`src/rtl/alu_seq_pkg.sv`:
```
// Shared types and constants for the accumulator-ALU fetch/decode/execute sequencer.
package alu_seq_pkg;

  localparam int DEF_PC_W     = 8;
  localparam int DEF_DATA_W   = 8;
  localparam int DEF_OPCODE_W = 4;
  localparam int DEF_REG_AW   = 3;
  localparam int DEF_INSTR_W  = 2 + DEF_OPCODE_W + 2 + DEF_DATA_W;

  // Instruction layout, MSB first: kind | opcode/sub-op | reserved | operand
  localparam int KIND_W    = 2;
  localparam int RSVD_W    = 2;
  localparam int OPND_LSB  = 0;

  typedef enum logic [2:0] {
    S_IDLE     = 3'd0,
    S_FETCH    = 3'd1,
    S_DECODE   = 3'd2,
    S_MEM_WAIT = 3'd3,
    S_EXEC     = 3'd4,
    S_HALT     = 3'd5
  } state_t;

  typedef enum logic [1:0] {
    K_REG  = 2'b00,
    K_MEM  = 2'b01,
    K_IMM  = 2'b10,
    K_CTRL = 2'b11
  } kind_t;

  localparam logic [3:0] SUB_NOP  = 4'b0000;
  localparam logic [3:0] SUB_JMP  = 4'b0001;
  localparam logic [3:0] SUB_JC   = 4'b0010;
  localparam logic [3:0] SUB_LDR  = 4'b0011;
  localparam logic [3:0] SUB_HALT = 4'b1111;

  function automatic logic is_legal_sub(input logic [3:0] sub);
    return (sub == SUB_NOP) || (sub == SUB_JMP) || (sub == SUB_JC) ||
           (sub == SUB_LDR) || (sub == SUB_HALT);
  endfunction

endpackage

```
`src/rtl/alu_seq_decoder.sv`:
```
// Combinational decode of registered state and IR fields into ALU control strobes.
module alu_seq_decoder
  import alu_seq_pkg::*;
#(
  parameter int DATA_W   = DEF_DATA_W,
  parameter int OPCODE_W = DEF_OPCODE_W,
  parameter int REG_AW   = DEF_REG_AW
) (
  input  state_t              state,
  input  kind_t               kind,
  input  logic [OPCODE_W-1:0] op,
  input  logic [DATA_W-1:0]   operand,
  output logic [DATA_W-1:0]   data_mem_addr,
  output logic [OPCODE_W-1:0] operation_code,
  output logic                acumulator_ce,
  output logic                register_file_ce,
  output logic [REG_AW-1:0]   register_file_mux_addr,
  output logic                data_memory_read_enable,
  output logic [DATA_W-1:0]   direct_data,
  output logic                direct_load,
  output logic                illegal
);

  always_comb begin
    data_mem_addr           = '0;
    operation_code          = '0;
    acumulator_ce           = 1'b0;
    register_file_ce        = 1'b0;
    register_file_mux_addr  = '0;
    data_memory_read_enable = 1'b0;
    direct_data             = '0;
    direct_load             = 1'b0;
    illegal                 = 1'b0;

    // Memory address is presented a cycle early so synchronous data memory has settled by EXEC.
    if (kind == K_MEM && (state == S_MEM_WAIT || state == S_EXEC))
      data_mem_addr = operand;

    if (state == S_EXEC) begin
      case (kind)
        K_REG: begin
          operation_code         = op;
          register_file_mux_addr = operand[REG_AW-1:0];
          acumulator_ce          = 1'b1;
        end
        K_MEM: begin
          operation_code          = op;
          data_memory_read_enable = 1'b1;
          acumulator_ce           = 1'b1;
        end
        K_IMM: begin
          operation_code = op;
          direct_data    = operand;
          direct_load    = 1'b1;
          acumulator_ce  = 1'b1;
        end
        K_CTRL: begin
          if (op[3:0] == SUB_LDR) begin
            register_file_ce       = 1'b1;
            register_file_mux_addr = operand[REG_AW-1:0];
          end
          illegal = !is_legal_sub(op[3:0]);
        end
        default: ;
      endcase
    end
  end

endmodule

```
`src/rtl/alu_sequencer.sv`:
```
// Fetch/decode/execute controller driving the accumulator ALU from a synchronous program memory.
//
//   state    | meaning
//   ---------+-----------------------------------------------------------
//   IDLE     | after reset; waits for i_start, restarts program at PC=0
//   FETCH    | program memory read at PC
//   DECODE   | instruction word arrives, latched into IR
//   MEM_WAIT | data memory address presented, read data settling
//   EXEC     | one-cycle strobe to the ALU / control-flow update of PC
//   HALT     | stopped after HALT; i_start resumes at the next PC
module alu_sequencer
  import alu_seq_pkg::*;
#(
  parameter int PC_W     = DEF_PC_W,
  parameter int DATA_W   = DEF_DATA_W,
  parameter int OPCODE_W = DEF_OPCODE_W,
  parameter int REG_AW   = DEF_REG_AW,
  parameter int INSTR_W  = 2 + OPCODE_W + 2 + DATA_W
) (
  input  logic                i_clk,
  input  logic                i_rst_n,
  input  logic                i_start,
  output logic [PC_W-1:0]     o_pc,
  output logic                o_prog_rd_en,
  input  logic [INSTR_W-1:0]  i_instr,
  output logic [DATA_W-1:0]   o_data_mem_addr,
  output logic [OPCODE_W-1:0] o_operation_code,
  output logic                o_acumulator_ce,
  output logic                o_register_file_ce,
  output logic [REG_AW-1:0]   o_register_file_mux_addr,
  output logic                o_data_memory_read_enable,
  output logic [DATA_W-1:0]   o_direct_data,
  output logic                o_direct_load,
  input  logic                i_carry,
  output logic                o_busy,
  output logic                o_halted,
  output logic                o_illegal
);

  localparam int KIND_LSB = INSTR_W - KIND_W;
  localparam int OP_LSB   = KIND_LSB - OPCODE_W;
  localparam int RSVD_LSB = OP_LSB - RSVD_W;

  state_t               state, state_nxt;
  logic [PC_W-1:0]      pc, pc_nxt;
  logic [INSTR_W-1:0]   ir, ir_nxt;
  logic                 carry_q, carry_nxt;

  kind_t                ir_kind;
  logic [OPCODE_W-1:0]  ir_op;
  logic [DATA_W-1:0]    ir_operand;
  kind_t                instr_kind;
  logic                 acc_ce;
  logic                 unused_rsvd;

  assign ir_kind     = kind_t'(ir[INSTR_W-1 -: KIND_W]);
  assign ir_op       = ir[OP_LSB +: OPCODE_W];
  assign ir_operand  = ir[OPND_LSB +: DATA_W];
  assign instr_kind  = kind_t'(i_instr[INSTR_W-1 -: KIND_W]);
  assign unused_rsvd = ^{ir[RSVD_LSB +: RSVD_W], i_instr[OP_LSB-1:0]};

  always_ff @(posedge i_clk or negedge i_rst_n) begin
    if (!i_rst_n) begin
      state   <= S_IDLE;
      pc      <= '0;
      ir      <= '0;
      carry_q <= 1'b0;
    end else begin
      state   <= state_nxt;
      pc      <= pc_nxt;
      ir      <= ir_nxt;
      carry_q <= carry_nxt;
    end
  end

  always_comb begin
    state_nxt = state;
    pc_nxt    = pc;
    ir_nxt    = ir;
    carry_nxt = carry_q;

    case (state)
      S_IDLE: begin
        if (i_start) begin
          state_nxt = S_FETCH;
          pc_nxt    = '0;
        end
      end
      S_HALT: begin
        if (i_start)
          state_nxt = S_FETCH;
      end
      S_FETCH: state_nxt = S_DECODE;
      S_DECODE: begin
        ir_nxt    = i_instr;
        state_nxt = (instr_kind == K_MEM) ? S_MEM_WAIT : S_EXEC;
      end
      S_MEM_WAIT: state_nxt = S_EXEC;
      S_EXEC: begin
        state_nxt = S_FETCH;
        pc_nxt    = pc + PC_W'(1);
        if (acc_ce)
          carry_nxt = i_carry;
        if (ir_kind == K_CTRL) begin
          case (ir_op[3:0])
            SUB_JMP:  pc_nxt = ir_operand[PC_W-1:0];
            SUB_JC:   if (carry_q) pc_nxt = ir_operand[PC_W-1:0];
            SUB_HALT: state_nxt = S_HALT;
            default: ;
          endcase
        end
      end
      default: state_nxt = S_IDLE;
    endcase
  end

  alu_seq_decoder #(
    .DATA_W   (DATA_W),
    .OPCODE_W (OPCODE_W),
    .REG_AW   (REG_AW)
  ) u_decoder (
    .state                   (state),
    .kind                    (ir_kind),
    .op                      (ir_op),
    .operand                 (ir_operand),
    .data_mem_addr           (o_data_mem_addr),
    .operation_code          (o_operation_code),
    .acumulator_ce           (acc_ce),
    .register_file_ce        (o_register_file_ce),
    .register_file_mux_addr  (o_register_file_mux_addr),
    .data_memory_read_enable (o_data_memory_read_enable),
    .direct_data             (o_direct_data),
    .direct_load             (o_direct_load),
    .illegal                 (o_illegal)
  );

  assign o_acumulator_ce = acc_ce;
  assign o_pc            = pc;
  assign o_prog_rd_en    = (state == S_FETCH);
  assign o_busy          = (state != S_IDLE) && (state != S_HALT);
  assign o_halted        = (state == S_HALT);

endmodule

```
`config.mk`:
```
export PLATFORM = sky130hd
export DESIGN_NAME = alu_sequencer
export DESIGN_NICKNAME = d
export VERILOG_FILES = /design/src/rtl/alu_seq_pkg.sv /design/src/rtl/alu_seq_decoder.sv /design/src/rtl/alu_sequencer.sv
export SDC_FILE = /design/constraint.sdc
export NUM_CORES = 1
export LEC_CHECK = 0
export CAP_MARGIN = 5
export CORE_MARGIN = 4
export CORE_UTILIZATION = 44
export DETAILED_ROUTE_END_ITERATION = 10
export GPL_ROUTABILITY_DRIVEN = 0
export PLACE_DENSITY = 0.89
export SYNTH_ARGS = -nofsm -noshare
export SYNTH_HDL_FRONTEND = slang
export SYNTH_SLANG_ARGS = --single-unit
```
`constraint.sdc`:
```
create_clock -name i_clk -period 2.25 [get_ports i_clk]
set_input_delay 0.45 -clock i_clk [delete_from_list [all_inputs] [get_ports i_clk]]
set_output_delay 0.45 -clock i_clk [all_outputs]
set_load 0.1 [all_outputs]
```
==> results of run 1 <==
-- state kept, by name, summed over array words and instances, names as in the netlist --
register,cells
state,3
carry_q,1
ir,14
o_pc,8
-- through the flow --
step / instance area [sq um] / total power, mW / hold WS (ns)
final: 2850 / 3.83 / 0.457
after global routing: 2850 / 3.96 / 0.462
after CTS: 2710 / 3.46 / 0.482
after detailed placement: 2590 / 3.09 / 0.502
after global placement: 2590 / 3.01 / 0.487
after floorplan: 1680 / 2.33 / 0.154
-- area by class of cell --
type	count	area, sq um	share of cell area
clock buffers	3	22.5	0.00789
inverters	6	22.5	0.00789
repair buffers	79	1050	0.367
flip-flops and latches	26	654	0.229
multi-input cells	119	1050	0.368
well taps	46	57.6	0.0202
-- metal layers --
layer / vias up / GRT usage / routed length [um]
li1: 742 / - / -
met1: 882 / 0.322 / 2360
met2: 124 / 0.474 / 3400
met3: 35 / 0.0558 / 617
met4: 0 / 0.0968 / 385
met5: - / 0 / 0
-- worst max path at each step --
| stage | from | to | slack (ns) | cells after the start |
|---|---|---|---|---|
| 2_1_floorplan | state[1]$_DFFE_PN0P_ | o_operation_code[0] | -0.31 | 5 |
| 3_3_place_gp | state[1]$_DFFE_PN0P_ | o_register_file_mux_addr[0] | 0.18 | 4 |
| 3_5_place_dp | state[1]$_DFFE_PN0P_ | o_register_file_mux_addr[1] | 0.15 | 4 |
| 4_1_cts | state[1]$_DFFE_PN0P_ | o_data_mem_addr[4] | -0.07 | 5 |
| 5_1_grt | ir[14]$_DFFE_PN0P_ | o_operation_code[3] | -0.19 | 6 |
| 6_report | state[1]$_DFFE_PN0P_ | o_operation_code[3] | -0.11 | 5 |
-- cells by family after synthesis --
family	count (synthesis)	synth area share
compound gates	20	0.0976
xor+xnor	2	0.0110
fa+ha+maj	6	0.0472
buf+inv	16	0.0496
flops	26	0.409
mux	14	0.0983
simple gates	77	0.287
-- cell usage after synthesis (2+ instances only) --
master | n | area (sq um)
sky130_fd_sc_hd__nand3_1 | 14 | 70.1
sky130_fd_sc_hd__or4_1 | 4 | 30.0
sky130_fd_sc_hd__nor3_1 | 3 | 15.0
sky130_fd_sc_hd__and3_1 | 11 | 68.8
sky130_fd_sc_hd__dfrtp_1 | 26 | 651
sky130_fd_sc_hd__o311ai_0 | 2 | 17.5
sky130_fd_sc_hd__buf_2 | 6 | 30.0
sky130_fd_sc_hd__nand2_1 | 7 | 26.3
sky130_fd_sc_hd__nand4_1 | 6 | 37.5
sky130_fd_sc_hd__or3_1 | 2 | 12.5
sky130_fd_sc_hd__a2bb2oi_1 | 2 | 17.5
sky130_fd_sc_hd__nand2b_1 | 2 | 12.5
sky130_fd_sc_hd__inv_1 | 5 | 18.8
sky130_fd_sc_hd__nor2_1 | 3 | 11.3
sky130_fd_sc_hd__mux2_2 | 13 | 146
sky130_fd_sc_hd__clkbuf_1 | 2 | 7.51
sky130_fd_sc_hd__o21ai_0 | 4 | 20.0
sky130_fd_sc_hd__a32oi_1 | 4 | 35.0
sky130_fd_sc_hd__and2_1 | 17 | 106
sky130_fd_sc_hd__ha_1 | 6 | 75.1
sky130_fd_sc_hd__nand4b_1 | 2 | 17.5
-- power by group --
group / internal, mW / switching, mW
clock network: 0.0632 / 0.157
logic: 1.04 / 1.62
registers: 0.654 / 0.306
-- repair_timing --
item | CTS | global route
hold endpoints to repair | 0 | 0
hold buffers | 0 | 0
setup endpoints to repair | 16 | 28
setup buffers | 5 | 7
pin swaps | 1 | 5
gates cloned | 0 | 1
gates resized for setup | 15 | 29
==> flow_results.org, run 1 <==
** Logic synthesis
- Of the synthesized area, sequential elements account for 0.409.
- Top FF cell, synth :: sky130_fd_sc_hd__dfrtp_1
- Gate count of the mapped netlist :: 161
- Number of distinct library cells after synthesis :: 41
- Yosys printed 0 warnings.
- In the synthesized netlist the async set-or-reset flop fraction comes to 1.00.
- The synthesized design contains 0 enable-type register cells.
- Synthesis inferred 26 register bits.
- Post-Synthesis Net Count :: 187
- Cell area after synthesis :: 1590 sq um
- The average instance in the mapped netlist occupies 9.88 sq um.

** Floorplanning
- Die footprint :: 4640 sq um
- Number of placed I/O pins :: 59
- Number of standard-cell rows in the floorplan :: 21
- The die is 68.1 um wide.
- For this configuration, the core starts out at a cell density of 0.466.
- After floorplanning, the core was sized to cover 3420 sq um.
- The floorplan step set the die height to around 68 um.

** Global routing
- Number of antenna violations at the first check in global routing :: 0
- Entering global routing, the biggest net connects 27 pins.
- After global routing the overflow that remains totals 0.
- The first global-routing pass estimated between 9 and 10 mm of wire.
- Overall Global Routing Usage :: 0.269
- Vias in the first global route :: 1,689

** Placement
- Post-detail-place hpwl :: 3.71 mm
- In this run the tool buffered the top-level ports with 56 buffer cells.
- In this run, placement finished with an instance count of roughly 260.
- OpenSTA, run right after detailed placement, puts the worst setup slack at 0.150 ns.

** STA
- The routed design could run at a clock period as short as 2.36 ns.
- After routing, the total negative slack on setup checks comes to -1.50 ns.
- After layout, the worst setup slack is -0.107 ns.
- Between clock sinks in the finished design, the worst skew comes to 0.00480 ns.
- Transition time of the tightest slew-check pin :: ~0.66 ns
- Highest Clock Rate :: 424 MHz
- Setup violations remaining at the end of the flow were counted as 25.
- The worst pin sits at a relative slew slack of 0.559.
- Number of max-slew violations in the final report :: 0
- Post-route fraction of the period consumed by the critical path :: 1.05
- Setup repair after global routing could not meet its margin everywhere.
- The number of endpoints with negative hold slack in the final report came to 0.

** Critical path
- Walking the worst path, the cells encountered are or3_4 > buf_6 > nor2_4 > and2_4 > buf_12.
- Data arrival time of the critical path :: about 1.9 ns
- Maximum fanout along the worst path :: 6
- STA classifies the critical path endpoint as a primary output.
- In this design, the largest share of critical-path delay is due to simple AND/OR/NAND/NOR gates.
- Worst reg2reg path startpoint :: ir[10]$_DFFE_PN0P_
- Cell depth of the worst flop-to-flop path :: 3
- In this run the register-to-register setup slack is 0.31 ns.
- Worst path max stage delay :: 0.44 ns
- Startpoint types :: register
- Data on the critical path is required at its endpoint by 1.80 ns.
- Worst setup path class :: reg -> out
- Endpoint of the worst register-to-register path :: o_pc[0]$_DFFE_PN0P_
- CP Buf/Inv Count :: 2
- For this design, the slowest cell found on the critical path is sky130_fd_sc_hd__or3_4.

** Routing
- The detailed router placed 1,783 vias in this run.
- Count of TritonRoute iterations in the first routing pass :: 6
- Detailed-route vias per instance :: between 6 and 7
- Antenna-violating nets left :: 0
- First DRT Iteration DRCs :: 286
- After detailed routing, the number of remaining DRC violations is 0.
- Post-detailed-routing wire length :: 6.77 mm
- Dividing the detail-routed wire length by the instance count gives 24.3 um.

** Finish
- 0 antenna diodes ended up in the layout.
- Post-route insts no fill :: between 200 and 300
- Leaving out fill and tap cells, the most frequent cell in the layout is sky130_fd_sc_hd__buf_12.
- Fraction of final layout cells sized beyond drive strength 1 :: 0.541
- Compared with the post-synthesis result, the final layout area differs by 79.5%.
- In the final design database the tool counted 261 nets.
- Most frequent cells in the layout :: sky130_fd_sc_hd__buf_12 (31), sky130_fd_sc_hd__buf_4 (25), sky130_fd_sc_hd__dfrtp_1 (23)
- After filler insertion, the fill cell instance count of the layout stands at roughly 160.
- Layout Utilization :: 0.836

** CTS
- Clock tree from TritonCTS :: yes
- After clock tree synthesis, the clock-pin slew on the worst setup and hold paths is 0.16 ns.
- Num CTS Buffers :: 3
- Clock root buffer :: sky130_fd_sc_hd__clkbuf_4
- Clock latency on the worst-skew pair, taken at its later pin, is approximately 0.34 ns.
- In this run the number of H-tree levels came out at 1.
- Clock net sink count :: 26
- Buffers from clock root to sink, at most :: 2

** Job
- Max_cap viols :: 0

** Outcome
- The checks that failed: setup timing.
- The flow ran to the end, but the final reports show violations.

** Power
- Leakage Power :: 1.23 nW
- Pwr Density :: 1340 nW/um^2
- IR analysis of the VDD net gives a maximum drop of 0.745 mV.

** Hold path
- Type of the most critical hold path :: in -> async
Note: power is estimated with default switching activity, not from simulation.
==> inputs of run 2 (changes only) <==
--- a/config.mk
+++ b/config.mk
@@ -8,6 +8,7 @@
 export CAP_MARGIN = 5
 export CORE_MARGIN = 4
 export CORE_UTILIZATION = 44
+export CTS_CLUSTER_SIZE = 24
 export DETAILED_ROUTE_END_ITERATION = 10
 export GPL_ROUTABILITY_DRIVEN = 0
 export PLACE_DENSITY = 0.89
==> results of run 2 <==
Final layout, timing and power as in run 1 (identical DEF).
==> inputs of run 3 (changes only) <==
--- a/config.mk
+++ b/config.mk
@@ -6,7 +6,7 @@
 export NUM_CORES = 1
 export LEC_CHECK = 0
 export CAP_MARGIN = 5
-export CORE_MARGIN = 4
+export CORE_MARGIN = 3
 export CORE_UTILIZATION = 44
 export CTS_CLUSTER_SIZE = 24
 export DETAILED_ROUTE_END_ITERATION = 10
==> run 3 against run 2 <==
The run still ends with setup timing left. Sequential cell count stayed put. Combinational power is 6% lower. Sequential power is 1% lower. Final cell count is 1.1% lower. Power is 1.4% lower.
==> flow_results.org, run 3 (same netlist as run 1, synthesis figures left out) <==
** Placement
- Post-detail-place hpwl :: 3.51 mm
- During placement, the flow inserted port buffers numbering between 50 and 60.

** CTS
- CTS built an H-tree with a depth of 1.
- In this run the clock root is driven by a sky130_fd_sc_hd__clkbuf_4.
- TritonCTS created 3 clock buffers.
- The clock passes through at most 2 buffers.
- Clock-pin slew of the registers on the worst-case setup and hold paths :: 0.15 ns
- After clock tree synthesis, the flow added hold-fix buffers numbering 0.
- CTS saw 26 sinks.
- For the worst-skew pair, the clock arrives at the later sink with an insertion delay of about 0.34 ns.
- Clock tree from TritonCTS :: yes

** Power
- Switching Fraction :: 0.521
- Summing internal, switching and leakage power gives 3.78 mW.
- Cell internal power dissipation :: 1.81 mW
- Largest voltage drop on the vdd net :: ~0.99 mV
- Summed over all cells, the static leakage comes to roughly 1.2 nW.
- Reg power frac :: 0.250
- Combinational group share of total power :: 0.662
- Dividing total power by cell area gives a power density of 1340 nW/um^2.
- Summed over all nets, the switching power comes to a little under 2 mW.
- Clock share of power :: 0.088

** Critical path
- Endpoint kind of the worst setup timing path :: primary output
- Maximum fanout along the worst path :: 5
- Data arrival time of the critical path :: 1.93 ns
- At the worst endpoint, the required time is between 1.5 and 2 ns.
- STA classifies the critical path startpoint as a register.
- Worst setup path class :: reg -> out

** STA
- Transition time of the tightest slew-check pin :: 0.565 ns
- Setup repair after global routing could not meet its margin everywhere.
- Setup violations remaining at the end of the flow were counted as 13.
- Of the available clock period, the critical path in the final layout requires 1.06.
- Highest Clock Rate :: 421 MHz
- In the post-route analysis, the smallest setup slack over all paths is -0.125 ns.
- Post-layout min period :: 2.38 ns
- Layout Skew :: 0.00762 ns
- The number of endpoints with negative hold slack in the final report was 0.
- Measured against its own limit, the worst slew margin works out to 0.621.
- Number of max-slew violations in the final report :: 0

** Finish
- At the end of the flow the core is filled with cells to 0.827.
- Most frequent cells in the layout :: sky130_fd_sc_hd__buf_12 (31), sky130_fd_sc_hd__dfrtp_1 (25), sky130_fd_sc_hd__buf_4 (24)
- Of the cells placed in the final design, the portion with a size suffix greater than 1 is 0.509.
- Largest Register :: ir
- Net count reported at finish :: 257
- Most frequent standard cell in the layout excluding fill and tap cells :: sky130_fd_sc_hd__buf_12
- Number of flip-flops under the largest register name :: 14
- The repair_antennas step left the layout with diodes totalling 0.
- The area growth from synthesis to layout is 77.7%.

** Job
- Max_cap viols :: 0

** Floorplanning
- Floorplan die width :: 66.1 um
- Die footprint :: 4370 sq um
- Number of standard-cell rows in the floorplan :: 21
- The initial utilization of the core area, before any placement, comes to 0.466.
- Core ar. :: 3420 sq um
- Number of placed I/O pins :: 59
- Floorplan die height :: 66.1 um

** Routing
- Drc violations :: 0
- For this block, the via count after detailed routing is 1,684.
- The detail route stage leaves a number of antenna-violating nets equal to 0.
- Count of TritonRoute iterations in the first routing pass :: 5
- Post-detailed-routing wire length :: around 5.9 mm
- Routed length per placed instance :: approximately 21 um
- For this block, the initial DRC count from the detailed router was 236.
- Detailed-route vias per instance :: between 6 and 7

** Global routing
- Number of antenna violations at the first check in global routing :: 0
- The first global-routing pass estimated around 8 mm of wire.
- The via count of the first global-routing pass came to 1,648.
- Pin count of the biggest net entering global routing :: 27
- Grt total ovfl :: 0
- Overall Global Routing Usage :: 0.243

** Outcome
- Status :: finished with violations
- Violated checks :: setup timing

** Hold path
- Type of the most critical hold path :: in -> async
## run 3: cell count changes in the layout (fill, tap and decap cells not counted), moves of 2 or more
cell / change
sky130_fd_sc_hd__and2_2: -2
sky130_fd_sc_hd__ha_2: -2
sky130_fd_sc_hd__ha_1: +2
sky130_fd_sc_hd__dfrtp_2: -2
sky130_fd_sc_hd__buf_6: -3
sky130_fd_sc_hd__dfrtp_1: +2
sky130_fd_sc_hd__and2_4: +2
## run 3: worst paths after layout
check                                          from                           to  slack, ns  cells after the start
max in group asynchronous                   i_rst_n           ir[15]$_DFFE_PN0P_       1.51                      2
worst min register to register  carry_q$_DFFE_PN0P_          carry_q$_DFFE_PN0P_       0.59                      1
worst max-delay path             ir[13]$_DFFE_PN0P_  o_register_file_mux_addr[2]      -0.13                      5
worst min-delay path                        i_rst_n          o_pc[2]$_DFFE_PN0P_       0.46                      2
worst max register to register   ir[10]$_DFFE_PN0P_          o_pc[5]$_DFFE_PN0P_       0.43                      4
min in group i_clk              carry_q$_DFFE_PN0P_          carry_q$_DFFE_PN0P_       0.59                      1
## run 3: critical path, cell delays in order (launching register included)
cell	delay, ns
sky130_fd_sc_hd__dfrtp_1	0.48
sky130_fd_sc_hd__nor2_1	0.29
sky130_fd_sc_hd__a41oi_2	0.20
sky130_fd_sc_hd__nor3_4	0.25
sky130_fd_sc_hd__and2_4	0.20
sky130_fd_sc_hd__buf_12	0.17
## run 3: power groups by stage
| stage | Combinational [mW] | Sequential [mW] | Clock [mW] |
|---|---|---|---|
| final | 2.50 | 0.946 | 0.331 |
| after global routing | 2.59 | 0.979 | 0.354 |
| after CTS | 2.28 | 0.894 | 0.333 |
| after detailed placement | 2.18 | 0.893 | 0 |
| after global placement | 2.13 | 0.873 | 0 |
| after floorplan | 1.40 | 0.928 | 0 |
## run 3: final cells by class
cell class | instances | area (sq um)
clock inverters | 1 | 30.0
multi-input cells | 119 | 1040
well taps | 46 | 57.6
fillers | 160 | 589
repair buffers | 75 | 1000
inverters | 6 | 22.5
clock buffers | 3 | 22.5
flip-flops and latches | 26 | 652
## run 3: timing repair
| item | CTS | global route |
|---|---|---|
| resized for setup | 16 | 20 |
| setup buffers | 2 | 6 |
| gates cloned | 0 | 1 |
| pin swaps | 3 | 5 |
| endpoints found under the setup margin | 15 | 27 |
## run 3: routing by layer
| metal | part of all wire | vias to the layer above | GRT usage | routed length, um |
|---|---|---|---|---|
| met1 | 0.38 | 840 | 0.310 | 2210 |
| li1 | - | 730 | - | - |
| met5 | 0 | - | 0 | 0 |
| met4 | 0.018 | 0 | 0.0990 | 104 |
| met2 | 0.52 | 103 | 0.397 | 3080 |
| met3 | 0.083 | 11 | 0.0493 | 491 |
## run 3: metrics by stage
step	area (sq um)	setup TNS, ns	setup WS, ns	hold slack (ns)	cells
2_1_floorplan	1680	-1.29	-0.306	0.154	161
3_3_place_gp	2590	0	0.202	0.488	263
3_5_place_dp	2590	0	0.142	0.509	263
4_1_cts	2700	-0.538	-0.0550	0.467	269
5_1_grt	2830	-2.05	-0.174	0.478	276
6_report	2830	-1.12	-0.125	0.461	276
